### config.mk
export PLATFORM = sky130hd
export DESIGN_NAME = ikbd_quad_gen_flat
export DESIGN_NICKNAME = d
export VERILOG_FILES = /design/src/rtl/ikbd_quad_pkg.sv /design/src/rtl/ikbd_quad_gen_if.sv /design/src/rtl/ikbd_quad_axis.sv /design/src/rtl/ikbd_quad_gen.sv /design/src/flat_wrapper.sv
export SDC_FILE = /design/constraint.sdc
export NUM_CORES = 1
export LEC_CHECK = 0
export CAP_MARGIN = 20
export CORE_ASPECT_RATIO = 0.6
export CORE_MARGIN = 2
export CORE_UTILIZATION = 55
export DETAILED_ROUTE_END_ITERATION = 10
export GPL_TIMING_DRIVEN = 0
export PLACE_DENSITY = 0.78
export SKIP_LAST_GASP = 1
export SYNTH_ARGS = -nofsm -noshare
export SYNTH_HDL_FRONTEND = slang
export SYNTH_SLANG_ARGS = --single-unit
### constraint.sdc
create_clock -name clk -period 10.6 [get_ports clk]
set_input_delay 2.12 -clock clk [delete_from_list [all_inputs] [get_ports clk]]
set_output_delay 2.12 -clock clk [all_outputs]
set_load 0.02 [all_outputs]
### src/rtl/ikbd_quad_pkg.sv
// rtl/ikbd_quad_pkg.sv - shared constants and helpers for the ikbd quadrature generator
package ikbd_quad_pkg;

    // Quadrature {B,A} levels for each phase
    localparam logic [1:0] PH_00 = 2'b00;
    localparam logic [1:0] PH_01 = 2'b01;
    localparam logic [1:0] PH_11 = 2'b11;
    localparam logic [1:0] PH_10 = 2'b10;

    // Result of a saturating add: clipped flags that the limit was applied
    typedef struct packed {
        logic               clipped;
        logic signed [31:0] value;
    } sat_t;

    // Phase to Gray {B,A}; one bit changes between neighbouring phases
    function automatic logic [1:0] gray_enc(input logic [1:0] ph);
        case (ph)
            2'd0:    return PH_00;
            2'd1:    return PH_01;
            2'd2:    return PH_11;
            default: return PH_10;
        endcase
    endfunction

    // Signed add clipped symmetrically to +/-(2^(w-1)-1); w must be <= 31
    function automatic sat_t sat_add(input logic signed [31:0] a,
                                     input logic signed [31:0] b,
                                     input int w);
        logic signed [31:0] lim;
        logic signed [32:0] sum;
        sat_t r;
        lim       = (32'sd1 <<< (w - 1)) - 32'sd1;
        sum       = 33'(a) + 33'(b);
        r.clipped = 1'b0;
        r.value   = 32'(sum);
        if (sum > 33'(lim)) begin
            r.clipped = 1'b1;
            r.value   = lim;
        end else if (sum < -33'(lim)) begin
            r.clipped = 1'b1;
            r.value   = -lim;
        end
        return r;
    endfunction

endpackage

### src/rtl/ikbd_quad_gen_if.sv
// rtl/ikbd_quad_gen_if.sv - motion input / quadrature output bundle
interface ikbd_quad_gen_if #(
    parameter int NUM_AXES = 2,
    parameter int DELTA_W  = 9,
    parameter int DIV_W    = 16
);
    logic                          delta_valid;
    logic [NUM_AXES*DELTA_W-1:0]   delta;
    logic [DIV_W-1:0]              step_div;
    logic                          clear;
    logic [2*NUM_AXES-1:0]         quad;
    logic                          busy;
    logic [NUM_AXES-1:0]           overflow;

    modport master (
        output delta_valid, delta, step_div, clear,
        input  quad, busy, overflow
    );

    modport slave (
        input  delta_valid, delta, step_div, clear,
        output quad, busy, overflow
    );
endinterface

### src/rtl/ikbd_quad_axis.sv
// rtl/ikbd_quad_axis.sv - one axis: saturating accumulator, phase counter, overflow flag
module ikbd_quad_axis
    import ikbd_quad_pkg::*;
#(
    parameter int DELTA_W = 9,
    parameter int ACC_W   = 12
) (
    input  logic               clk,
    input  logic               res,
    input  logic               i_tick,
    input  logic               i_delta_valid,
    input  logic [DELTA_W-1:0] i_delta,
    input  logic               i_clear,
    output logic [1:0]         o_quad,
    output logic               o_nz,
    output logic               o_overflow
);

    logic signed [ACC_W-1:0]   r_acc;
    logic [1:0]                r_phase;
    logic [1:0]                r_quad;
    logic                      r_nz;
    logic                      r_ovf;

    logic signed [DELTA_W-1:0] w_delta_s;
    logic signed [31:0]        w_acc32;
    logic signed [31:0]        w_d;
    logic signed [31:0]        w_s;
    logic                      w_up;
    logic                      w_dn;
    sat_t                      w_sat;
    logic signed [ACC_W-1:0]   w_acc_next;
    logic [1:0]                w_phase_next;

    // Step direction comes from the pre-update accumulator; clear freezes the phase
    assign w_delta_s    = i_delta;
    assign w_acc32      = 32'(r_acc);
    assign w_up         = i_tick && !i_clear && (w_acc32 > 32'sd0);
    assign w_dn         = i_tick && !i_clear && (w_acc32 < 32'sd0);
    assign w_d          = i_delta_valid ? 32'(w_delta_s) : 32'sd0;
    assign w_s          = w_up ? 32'sd1 : (w_dn ? -32'sd1 : 32'sd0);
    assign w_sat        = sat_add(w_acc32, w_d - w_s, ACC_W);
    assign w_acc_next   = ACC_W'(w_sat.value);
    assign w_phase_next = w_up ? r_phase + 2'd1 : (w_dn ? r_phase - 2'd1 : r_phase);

    // Accumulator, phase, registered quadrature and sticky overflow
    always_ff @(posedge clk) begin
        if (!res) begin
            r_acc   <= '0;
            r_phase <= 2'd0;
            r_quad  <= PH_00;
            r_nz    <= 1'b0;
            r_ovf   <= 1'b0;
        end else begin
            r_phase <= w_phase_next;
            r_quad  <= gray_enc(w_phase_next);
            if (i_clear) begin
                r_acc <= '0;
                r_nz  <= 1'b0;
                r_ovf <= 1'b0;
            end else begin
                r_acc <= w_acc_next;
                r_nz  <= (w_acc_next != '0);
                r_ovf <= r_ovf | w_sat.clipped;
            end
        end
    end

    assign o_quad     = r_quad;
    assign o_nz       = r_nz;
    assign o_overflow = r_ovf;

endmodule

### src/rtl/ikbd_quad_gen.sv
// rtl/ikbd_quad_gen.sv - multi-axis rate-limited quadrature generator top
module ikbd_quad_gen
    import ikbd_quad_pkg::*;
#(
    parameter int NUM_AXES = 2,
    parameter int DELTA_W  = 9,
    parameter int ACC_W    = 12,
    parameter int DIV_W    = 16
) (
    input  logic            clk,
    input  logic            res,
    ikbd_quad_gen_if.slave  bus
);

    logic [DIV_W-1:0]    r_cnt;
    logic [DIV_W-1:0]    w_term;
    logic                w_tick;
    logic [NUM_AXES-1:0] w_nz;

    // A divider of 0 behaves as 1, so the terminal count is 0 in both cases
    assign w_term = (bus.step_div == '0) ? '0 : bus.step_div - DIV_W'(1);
    assign w_tick = (r_cnt == w_term);

    // Shared prescaler; a count above a freshly lowered terminal wraps without a tick
    always_ff @(posedge clk) begin
        if (!res) begin
            r_cnt <= '0;
        end else if (r_cnt >= w_term) begin
            r_cnt <= '0;
        end else begin
            r_cnt <= r_cnt + DIV_W'(1);
        end
    end

    for (genvar i = 0; i < NUM_AXES; i++) begin : g_axis
        ikbd_quad_axis #(
            .DELTA_W (DELTA_W),
            .ACC_W   (ACC_W)
        ) u_axis (
            .clk           (clk),
            .res           (res),
            .i_tick        (w_tick),
            .i_delta_valid (bus.delta_valid),
            .i_delta       (bus.delta[i*DELTA_W +: DELTA_W]),
            .i_clear       (bus.clear),
            .o_quad        (bus.quad[2*i +: 2]),
            .o_nz          (w_nz[i]),
            .o_overflow    (bus.overflow[i])
        );
    end

    assign bus.busy = |w_nz;

endmodule

### src/flat_wrapper.sv
// flat-port wrapper written by rule: the top's interface ports become plain ports
module ikbd_quad_gen_flat import ikbd_quad_pkg::*;
#(
    parameter int NUM_AXES = 2,
    parameter int DELTA_W  = 9,
    parameter int ACC_W    = 12,
    parameter int DIV_W    = 16
)
  (clk, res, bus_delta_valid, bus_delta, bus_step_div, bus_clear, bus_quad, bus_busy, bus_overflow);
  ikbd_quad_gen_if #(.NUM_AXES(NUM_AXES), .DELTA_W(DELTA_W), .DIV_W(DIV_W)) bus_i ();
  input  logic clk;
  input  logic res;
  input wire logic [$bits(bus_i.delta_valid)-1:0] bus_delta_valid;
  input wire logic [$bits(bus_i.delta)-1:0] bus_delta;
  input wire logic [$bits(bus_i.step_div)-1:0] bus_step_div;
  input wire logic [$bits(bus_i.clear)-1:0] bus_clear;
  output wire logic [$bits(bus_i.quad)-1:0] bus_quad;
  output wire logic [$bits(bus_i.busy)-1:0] bus_busy;
  output wire logic [$bits(bus_i.overflow)-1:0] bus_overflow;
  assign bus_i.delta_valid = bus_delta_valid;
  assign bus_i.delta = bus_delta;
  assign bus_i.step_div = bus_step_div;
  assign bus_i.clear = bus_clear;
  assign bus_quad = bus_i.quad;
  assign bus_busy = bus_i.busy;
  assign bus_overflow = bus_i.overflow;
  ikbd_quad_gen #(.NUM_AXES(NUM_AXES), .DELTA_W(DELTA_W), .ACC_W(ACC_W), .DIV_W(DIV_W)) u_core (.clk(clk), .res(res), .bus(bus_i));
endmodule
==> summary.txt, run 1 <==
Outcome
  • Outcome: completed

Logic synthesis
  • Post-synthesis simple-gate area fraction: 25.7%
  • Compound-Gate Fraction of Synth Area: 29.7%
  • Adder-Cell Fraction of Synth Area: 19.9%
  • Synth Area per Inst: 7.50 um^2
  • Sequential element share of the synthesized area: 11.7%
  • Post-synthesis register bit count: 52
  • Post-Syn Instances: 1187
  • Synthesized area: 8910 um^2
  • Largest family of logic cells by synthesized area: compound AO/OA/AOI/OAI gates
  • Synthesis Warnings: 0
  • Ys flop type: dfxtp_1
  • Mux share of post-synthesis cell area: 0.801%
  • Syn Nets: 1355
  • EDFF count, synth: 0
  • Synth cell types: 88
  • Synth Area in XOR/XNOR: 7.28%
  • Ys async rst share: 0%

Worst setup path
  • R2r endpoint: u_core.g_axis[0].u_axis.o_overflow
  • FF-to-FF setup slack: 3630 ps
  • CP max stage cell: fa_1
  • Critical path capture point type: flip-flop
  • Crit path from: bus_step_div[7]
  • Worst setup SP type: input pin
  • R2R Path Start: u_core.r_cnt[0]
  • CP peak stage delay: 530 ps
  • Max FO, Critical Path: 10
  • CP Data Required Time: 10760 ps
  • Crit path arrival time: 10500 ps
  • Crit Path Class: in -> reg
  • Reg2Reg Depth: 32
  • Most used cell, CP: a21o_1

Die
  • Core area: 15600 um^2
  • Die area: 17300 um^2
  • Starting Density: 57.1%
  • Row Count: 35
  • Ports: 45
  • Die X: 168 um
  • Die Y: 103 um

Power
  • Sequential Power Share: 16.3%
  • Pint: 0.718 mW
  • Net Sw Frac: 51.2%
  • Clk pwr share: 11.4%
  • Sw power: 0.755 mW
  • PD cells: 138 nW/um^2
  • Leakage: 4.63 nW
  • Worst vdd ir: 0.0000829 V
  • Gate power share: 72.2%

Final layout
  • N_diodes: 0
  • Layout area overhead: 19.7%
  • Final core utilization: 68.4%
  • Cell Count, Final, Fillers Out: 1474
  • Fin nets: 1438
  • Share of cells above drive strength 1: 14.2%

Global routing
  • First-pass GRT wire length: 44100 um
  • GRT Total Usage: 32.2%
  • Vias in the first global route: 8240
  • Pin count of the biggest net entering global routing: 28
  • Initial antenna violation count: 0
  • GR Overflow Total: 0

Timing
  • Slew HR: 47.2%
  • Peak Freq: 96.7 MHz
  • Final period util: 97.5%
  • Clock skew: 10.9 ps
  • Worst slew pin tran: 790 ps
  • Final Hold Vio Count: 0
  • Final setup viols: 0
  • WHS: 467 ps
  • Slew Viols, Final: 0
  • Setup TNS: 0 ps
  • Setup ws final: 261 ps
  • Tmin final: 10340 ps

Hold path
  • Hold Path Class: reg -> reg
  • Worst hold stages: 2
  • Hold Crit Start: u_core.g_axis[0].u_axis.o_overflow
  • Worst Hold Path EP: u_core.g_axis[0].u_axis.o_overflow

Clock tree
  • H-Tree Depth: 2
  • Clk sink count: 52
  • CTS tree: built
  • Clk buf depth: 2
  • Hold Buf Count CTS: 0
  • Clock Pin Slew Worst Setup and Hold Paths: 70 ps
  • Worst-Skew Late Latency: 300 ps
  • Root buffer cell: clkbuf_16
  • Cts bufs inserted: 5

Routing
  • DRT antenna net count: 0
  • Post-DR wirelength/cell: 19.7 um
  • Iteration-0 DRC count of the detailed router: 1120
  • DR pass1 iterations: 6
  • Final wirelength: 29100 um
  • Via density: 6.49
  • Via count: 9563
  • Detailed-route DRC error count: 0

Place
  • RePlAce Congestion: 0.992
  • Count of input and output buffers: 44
  • Cells after DPL: 1435
  • Hpwl dp: 22500 um
  • Pre-CTS setup slack: -1450 ps

Run
  • MaxCap Viol Count: 0
[sequential cells by signal, summed over array words and instances, names as in the netlist]
register                         flops
u_core.g_axis.u_axis.o_quad          4
u_core.g_axis.u_axis.r_acc          24
u_core.g_axis.u_axis.o_overflow      2
u_core.g_axis.u_axis.o_nz            2
u_core.r_cnt                        16
u_core.g_axis.u_axis.r_phase         4
[power groups by stage]
stage	Sequential [mW]	Clock (mW)	Combinational, mW
floorplan	0.238	0	0.680
global placement	0.248	0	0.879
detailed placement	0.246	0	0.901
CTS	0.243	0.171	0.941
global route	0.242	0.180	1.15
finish	0.241	0.168	1.06
[how the worst max path moves through the flow]
| stage | to | slack, ps | depth (start not counted) |
|---|---|---|---|
| CTS | u_core.g_axis[0].u_axis.r_acc[2] | 0.9 | 38 |
| finish | u_core.g_axis[0].u_axis.o_overflow | 260 | 39 |
| global route | u_core.g_axis[0].u_axis.r_acc[3] | -70 | 39 |
| global placement | u_core.g_axis[0].u_axis.r_acc[3] | -1510 | 34 |
| floorplan | u_core.g_axis[1].u_axis.r_acc[1] | 680 | 36 |
| detailed placement | u_core.g_axis[0].u_axis.r_acc[8] | -1450 | 36 |
[worst max-delay path, delay by kind of cell]
kind                     cells  cell delay (ps)
AO/OA/AOI/OAI               13             2180
buffers and inverters        6             1430
adder cells (fa/ha/maj)      4             1280
AND/OR/NAND/NOR             16             3460
[cell usage after synthesis (4+ instances only)]
cell | count | share of area (%)
a2111oi_0 | 4 | 0.39
fa_1 | 20 | 4.5
or4_1 | 6 | 0.51
clkbuf_1 | 22 | 0.93
a31oi_1 | 8 | 0.56
o21bai_1 | 10 | 0.84
a21boi_0 | 6 | 0.51
nor4_1 | 17 | 1.2
ha_1 | 110 | 15
or3_1 | 14 | 0.98
a21oi_1 | 86 | 4.8
inv_1 | 59 | 2.5
or2_2 | 5 | 0.35
nor3_1 | 32 | 1.8
nand2_1 | 112 | 4.7
nand4_1 | 29 | 2.0
mux2i_1 | 6 | 0.67
buf_2 | 16 | 0.90
and4_1 | 12 | 1.2
o21ai_1 | 21 | 1.2
and2_1 | 31 | 2.2
o211ai_1 | 22 | 1.9
o31a_1 | 5 | 0.49
nor2b_1 | 23 | 1.6
xor2_1 | 40 | 3.9
nand3_1 | 26 | 1.5
nand2b_1 | 14 | 0.98
a211oi_2 | 5 | 0.70
o21ai_0 | 61 | 3.4
and3_1 | 11 | 0.77
dfxtp_1 | 52 | 12
a21o_1 | 54 | 4.6
xnor2_1 | 34 | 3.3
o31ai_1 | 11 | 0.93
o2111ai_1 | 8 | 0.79
o211a_1 | 5 | 0.56
nor2_1 | 77 | 3.2
o21a_1 | 20 | 1.7
a211oi_1 | 11 | 0.93
a31o_2 | 5 | 0.49
a221oi_1 | 6 | 0.59
[timing repair]
item	4_1_cts	5_1_grt
cloned	1	0
resized for setup	47	94
setup buffers	9	22
endpoints found under the setup margin	27	27
pin swaps	9	35
[layer usage]
layer / track usage [%] / up-vias / wire (um)
li1: - / 4579 / -
met1: 52.2 / 4408 / 14300
met2: 40.7 / 542 / 10700
met3: 10.6 / 34 / 3810
met4: 3.12 / 0 / 235
met5: 2.17 / - / 0
[final cells by class]
type                    count  area, um^2
multi-input cells        1032        8020
well taps                 203         254
flip-flops and latches     52        1040
fillers                  1255        4930
inverters                  59         234
plain buffers              43         225
clock buffers               5         125
repair buffers             77         736
clock inverters             3        27.5
[placed cells by master, fill, tap and decap left out, drive strengths merged, types with 6 or more instances in the layout]
cell | Yosys | final
buf | 23 | 52
o2111ai | 8 | 8
nor2b | 23 | 23
nand2b | 14 | 14
fa | 20 | 20
a31oi | 8 | 8
o21a | 20 | 20
o31ai | 12 | 12
o211ai | 22 | 22
nand2 | 112 | 113
nor4 | 19 | 19
dfxtp | 52 | 52
xnor2 | 34 | 34
a21oi | 88 | 88
and3 | 13 | 13
nor3 | 33 | 33
and4 | 13 | 13
clkdlybuf4s50 | 0 | 41
nand3 | 26 | 26
mux2i | 6 | 6
nor2 | 78 | 78
o21ai | 84 | 84
and2 | 31 | 31
nand4 | 29 | 29
a221oi | 7 | 7
or3 | 14 | 14
a21boi | 7 | 7
inv | 59 | 57
xor2 | 40 | 40
ha | 110 | 110
a21o | 54 | 54
o21bai | 10 | 10
a211oi | 16 | 16
or4 | 6 | 6
clkbuf | 22 | 29
[cells by family (layout without fill, tap and decap cells)]
family / count (synthesis) / in the layout
multiplexers: 7 / 7
AO/OA/AOI/OAI: 388 / 388
flip-flops: 52 / 52
adder cells (fa/ha/maj): 130 / 130
XOR/XNOR: 74 / 74
buffers and inverters: 104 / 187
AND/OR/NAND/NOR: 432 / 433
[stage by stage]
stage / cell area [um^2] / power [mW]
6_report: 10700 / 1.47
3_3_place_gp: 9600 / 1.13
3_5_place_dp: 9630 / 1.15
4_1_cts: 10100 / 1.35
5_1_grt: 10700 / 1.57
2_1_floorplan: 8910 / 0.918
(Power assumes the default switching activity.)
==> run 2: changes to the inputs <==
Settings changed: CORE_ASPECT_RATIO 0.6 to 1.4.
==> run 2 against run 1 <==
Clock skew is 3.0 ps lower; via count is 2.2% lower; global-route usage is 3.5 points lower; clock power is 11% higher; final cell count is 1.3% lower; critical endpoint is now u_core.g_axis[0].u_axis.r_acc[9].
==> summary.txt, run 2 (synthesized netlist as in run 1, its figures left out) <==
Final layout
  • Commonest non-fill, non-tap cell in the layout: nand2_1
  • Fin nets: 1423 (-1.0%)
  • N_diodes: 0 (unchanged)
  • Top Registers: u_core.g_axis.u_axis.r_acc (24), u_core.r_cnt (16)
  • Reg with most FFs: u_core.g_axis.u_axis.r_acc
  • Most frequent cells in the layout: 108 x nand2_1, 103 x ha_1, 76 x a21oi_1, 76 x nor2_1, 55 x inv_1
  • Final core utilization: 64.9% (-3.5 points)
  • Number of flip-flops in the largest register: 24 (unchanged)
  • Layout area overhead: 16.9%
  • Share of cells above drive strength 1: 11.8% (-2.4 points)

Power
  • Sw power: 0.695 mW (-7.8%)
  • Pwr Total: 1.42 mW (-3.9%)
  • PD cells: 136 nW/um^2 (-1.6%)
  • Clk pwr share: 13.2% (+1.8 points)
  • Sequential Power Share: 16.9% (+0.6 points)
  • Gate power share: 69.9% (-2.3 points)
  • Leakage: 4.51 nW (-2.5%)
  • Pint: 0.720 mW (+0.24%)
  • Worst vdd ir: 0.0000756 V (-8.8%)
  • Net Sw Frac: 49.1% (-2.1 points)

Worst setup path
  • Reg2Reg Depth: 30 (-6.3%)
  • Worst setup SP type: input pin
  • Crit Path Class: in -> reg
  • CP Data Required Time: 10770 ps (about the same)
  • CP peak stage delay: 470 ps (-60 ps)
  • R2R Path Start: u_core.r_cnt[11]
  • CP max stage cell: clkdlybuf4s50_1
  • Critical path capture point type: flip-flop
  • FF-to-FF setup slack: 3710 ps (+80 ps)
  • R2r endpoint: u_core.g_axis[0].u_axis.r_acc[9]
  • Crit path arrival time: 10570 ps (+70 ps)
  • Most used cell, CP: a21o_1
  • Max FO, Critical Path: 9 (-1)

Clock tree
  • Clk sink count: 52 (unchanged)
  • Cts bufs inserted: 5 (unchanged)
  • Clock Pin Slew Worst Setup and Hold Paths: 70 ps (about the same)
  • CTS tree: built
  • Worst-Skew Late Latency: 290 ps (about the same)
  • H-Tree Depth: 2 (unchanged)
  • Hold Buf Count CTS: 0 (unchanged)
  • Clk buf depth: 2 (unchanged)
  • Root buffer cell: clkbuf_16

Timing
  • Setup TNS: 0 ps (unchanged)
  • Final period util: 98.1% (+0.56 points)
  • Worst slew pin tran: 790 ps (-0.259 ps)
  • Clock skew: 7.84 ps (-3.03 ps)
  • Slew Viols, Final: 0 (unchanged)
  • Tmin final: 10400 ps (+59.6 ps)
  • Slew HR: 47.3% (about the same)
  • RSZ-0062 raised after global routing: yes
  • Final setup viols: 0 (unchanged)
  • Peak Freq: 96.2 MHz (-0.57%)
  • Final Hold Vio Count: 0 (unchanged)
  • WHS: 459 ps (-7.90 ps)

Place
  • Count of input and output buffers: 44 (unchanged)
  • Hpwl dp: 20600 um (-8.2%)
  • RePlAce Congestion: 0.975 (-1.6%)

Routing
  • Post-DR wirelength/cell: 18.1 um (-8.2%)
  • Via density: 6.43 (-0.93%)
  • DRT antenna net count: 0 (unchanged)
  • Via count: 9352 (-2.2%)
  • DR pass1 iterations: 7 (+1)
  • Final wirelength: 26300 um (-9.4%)
  • Iteration-0 DRC count of the detailed router: 616 (-45%)
  • Detailed-route DRC error count: 0 (unchanged)

Global routing
  • Vias in the first global route: 8888 (+7.9%)
  • Initial antenna violation count: 0 (unchanged)
  • Pin count of the biggest net entering global routing: 28 (unchanged)
  • GRT Total Usage: 28.7% (-3.5 points)
  • GR Overflow Total: 0 (unchanged)
  • First-pass GRT wire length: 41900 um (-5.0%)

Outcome
  • Outcome: completed

Die
  • Die Y: 155 um (+51%)
  • Die X: 112 um (-34%)
  • Row Count: 55 (+57%)
  • Ports: 45 (unchanged)
  • Starting Density: 55.6% (-1.6 points)
  • Die area: 17200 um^2 (-0.11%)
  • Core area: 16000 um^2 (+2.8%)

Hold path
  • Worst Hold Path EP: u_core.g_axis[0].u_axis.o_overflow
  • Hold Path Class: reg -> reg
  • Hold Crit Start: u_core.g_axis[0].u_axis.o_overflow
  • Worst hold stages: 2 (unchanged)

Run
  • MaxCap Viol Count: 0 (unchanged)
==> run 2: cell type report <==
class                           instances  area (um^2)
Multi-Input combinational cell       1032         7900
Fill cell                            1384         5620
Sequential cell                        52         1040
Timing Repair Buffer                   61          608
Tap cell                              199          249
Inverter                               59          229
Buffer                                 44          213
Clock buffer                            5          125
Clock inverter                          3         42.5
==> run 2: stage by stage <==
step	cell area [um^2]	std cells	setup WS [ps]
6_report	10400	1455	202
5_1_grt	10400	1455	-199
4_1_cts	10000	1446	0.714
3_5_place_dp	9620	1431	-1190
3_3_place_gp	9600	1430	-1150
2_1_floorplan	8910	1187	682
==> run 2: timing repair <==
action                     in CTS  in global routing
pin swaps                       8                 21
buffers inserted                6                  9
hold endpoints to repair        0                  0
setup endpoints to repair      27                 27
gates cloned                    1                  0
gates resized for setup        41                 60
==> run 2: critical path, delay by kind of cell <==
family / cells / cell delay, ps
simple gates: 14 / 3110
compound gates: 14 / 2830
fa+ha+maj: 4 / 1330
buf+inv: 4 / 1000
xor+xnor: 1 / 150
==> run 2: layer usage <==
metal  vias up  global-route usage (%)  share of wire [%]
met5         -                       0                  0
met4         0                    11.7                4.5
met3        83                    2.08                3.9
met2       267                    55.7                 53
met1      4441                    32.1                 39
li1       4561                       -                  -
==> run 2: how the worst max path moves through the flow <==
| stage | endpoint | from | cells past startpoint |
|---|---|---|---|
| after floorplan | u_core.g_axis[1].u_axis.r_acc[1] | bus_step_div[4] | 36 |
| final | u_core.g_axis[0].u_axis.r_acc[9] | bus_step_div[2] | 37 |
| after global placement | u_core.g_axis[1].u_axis.r_acc[1] | bus_step_div[2] | 36 |
| after global routing | u_core.g_axis[1].u_axis.r_acc[1] | bus_step_div[7] | 39 |
| after CTS | u_core.g_axis[0].u_axis.r_acc[3] | bus_step_div[2] | 38 |
| after detailed placement | u_core.g_axis[1].u_axis.r_acc[8] | bus_step_div[2] | 36 |
==> run 2: power by group through the flow <==
stage | Combinational, mW | Clock, mW | Sequential, mW
2_1_floorplan | 0.680 | 0 | 0.238
3_3_place_gp | 0.868 | 0 | 0.247
3_5_place_dp | 0.885 | 0 | 0.245
4_1_cts | 0.917 | 0.185 | 0.241
5_1_grt | 1.08 | 0.193 | 0.240
6_report | 0.989 | 0.187 | 0.239
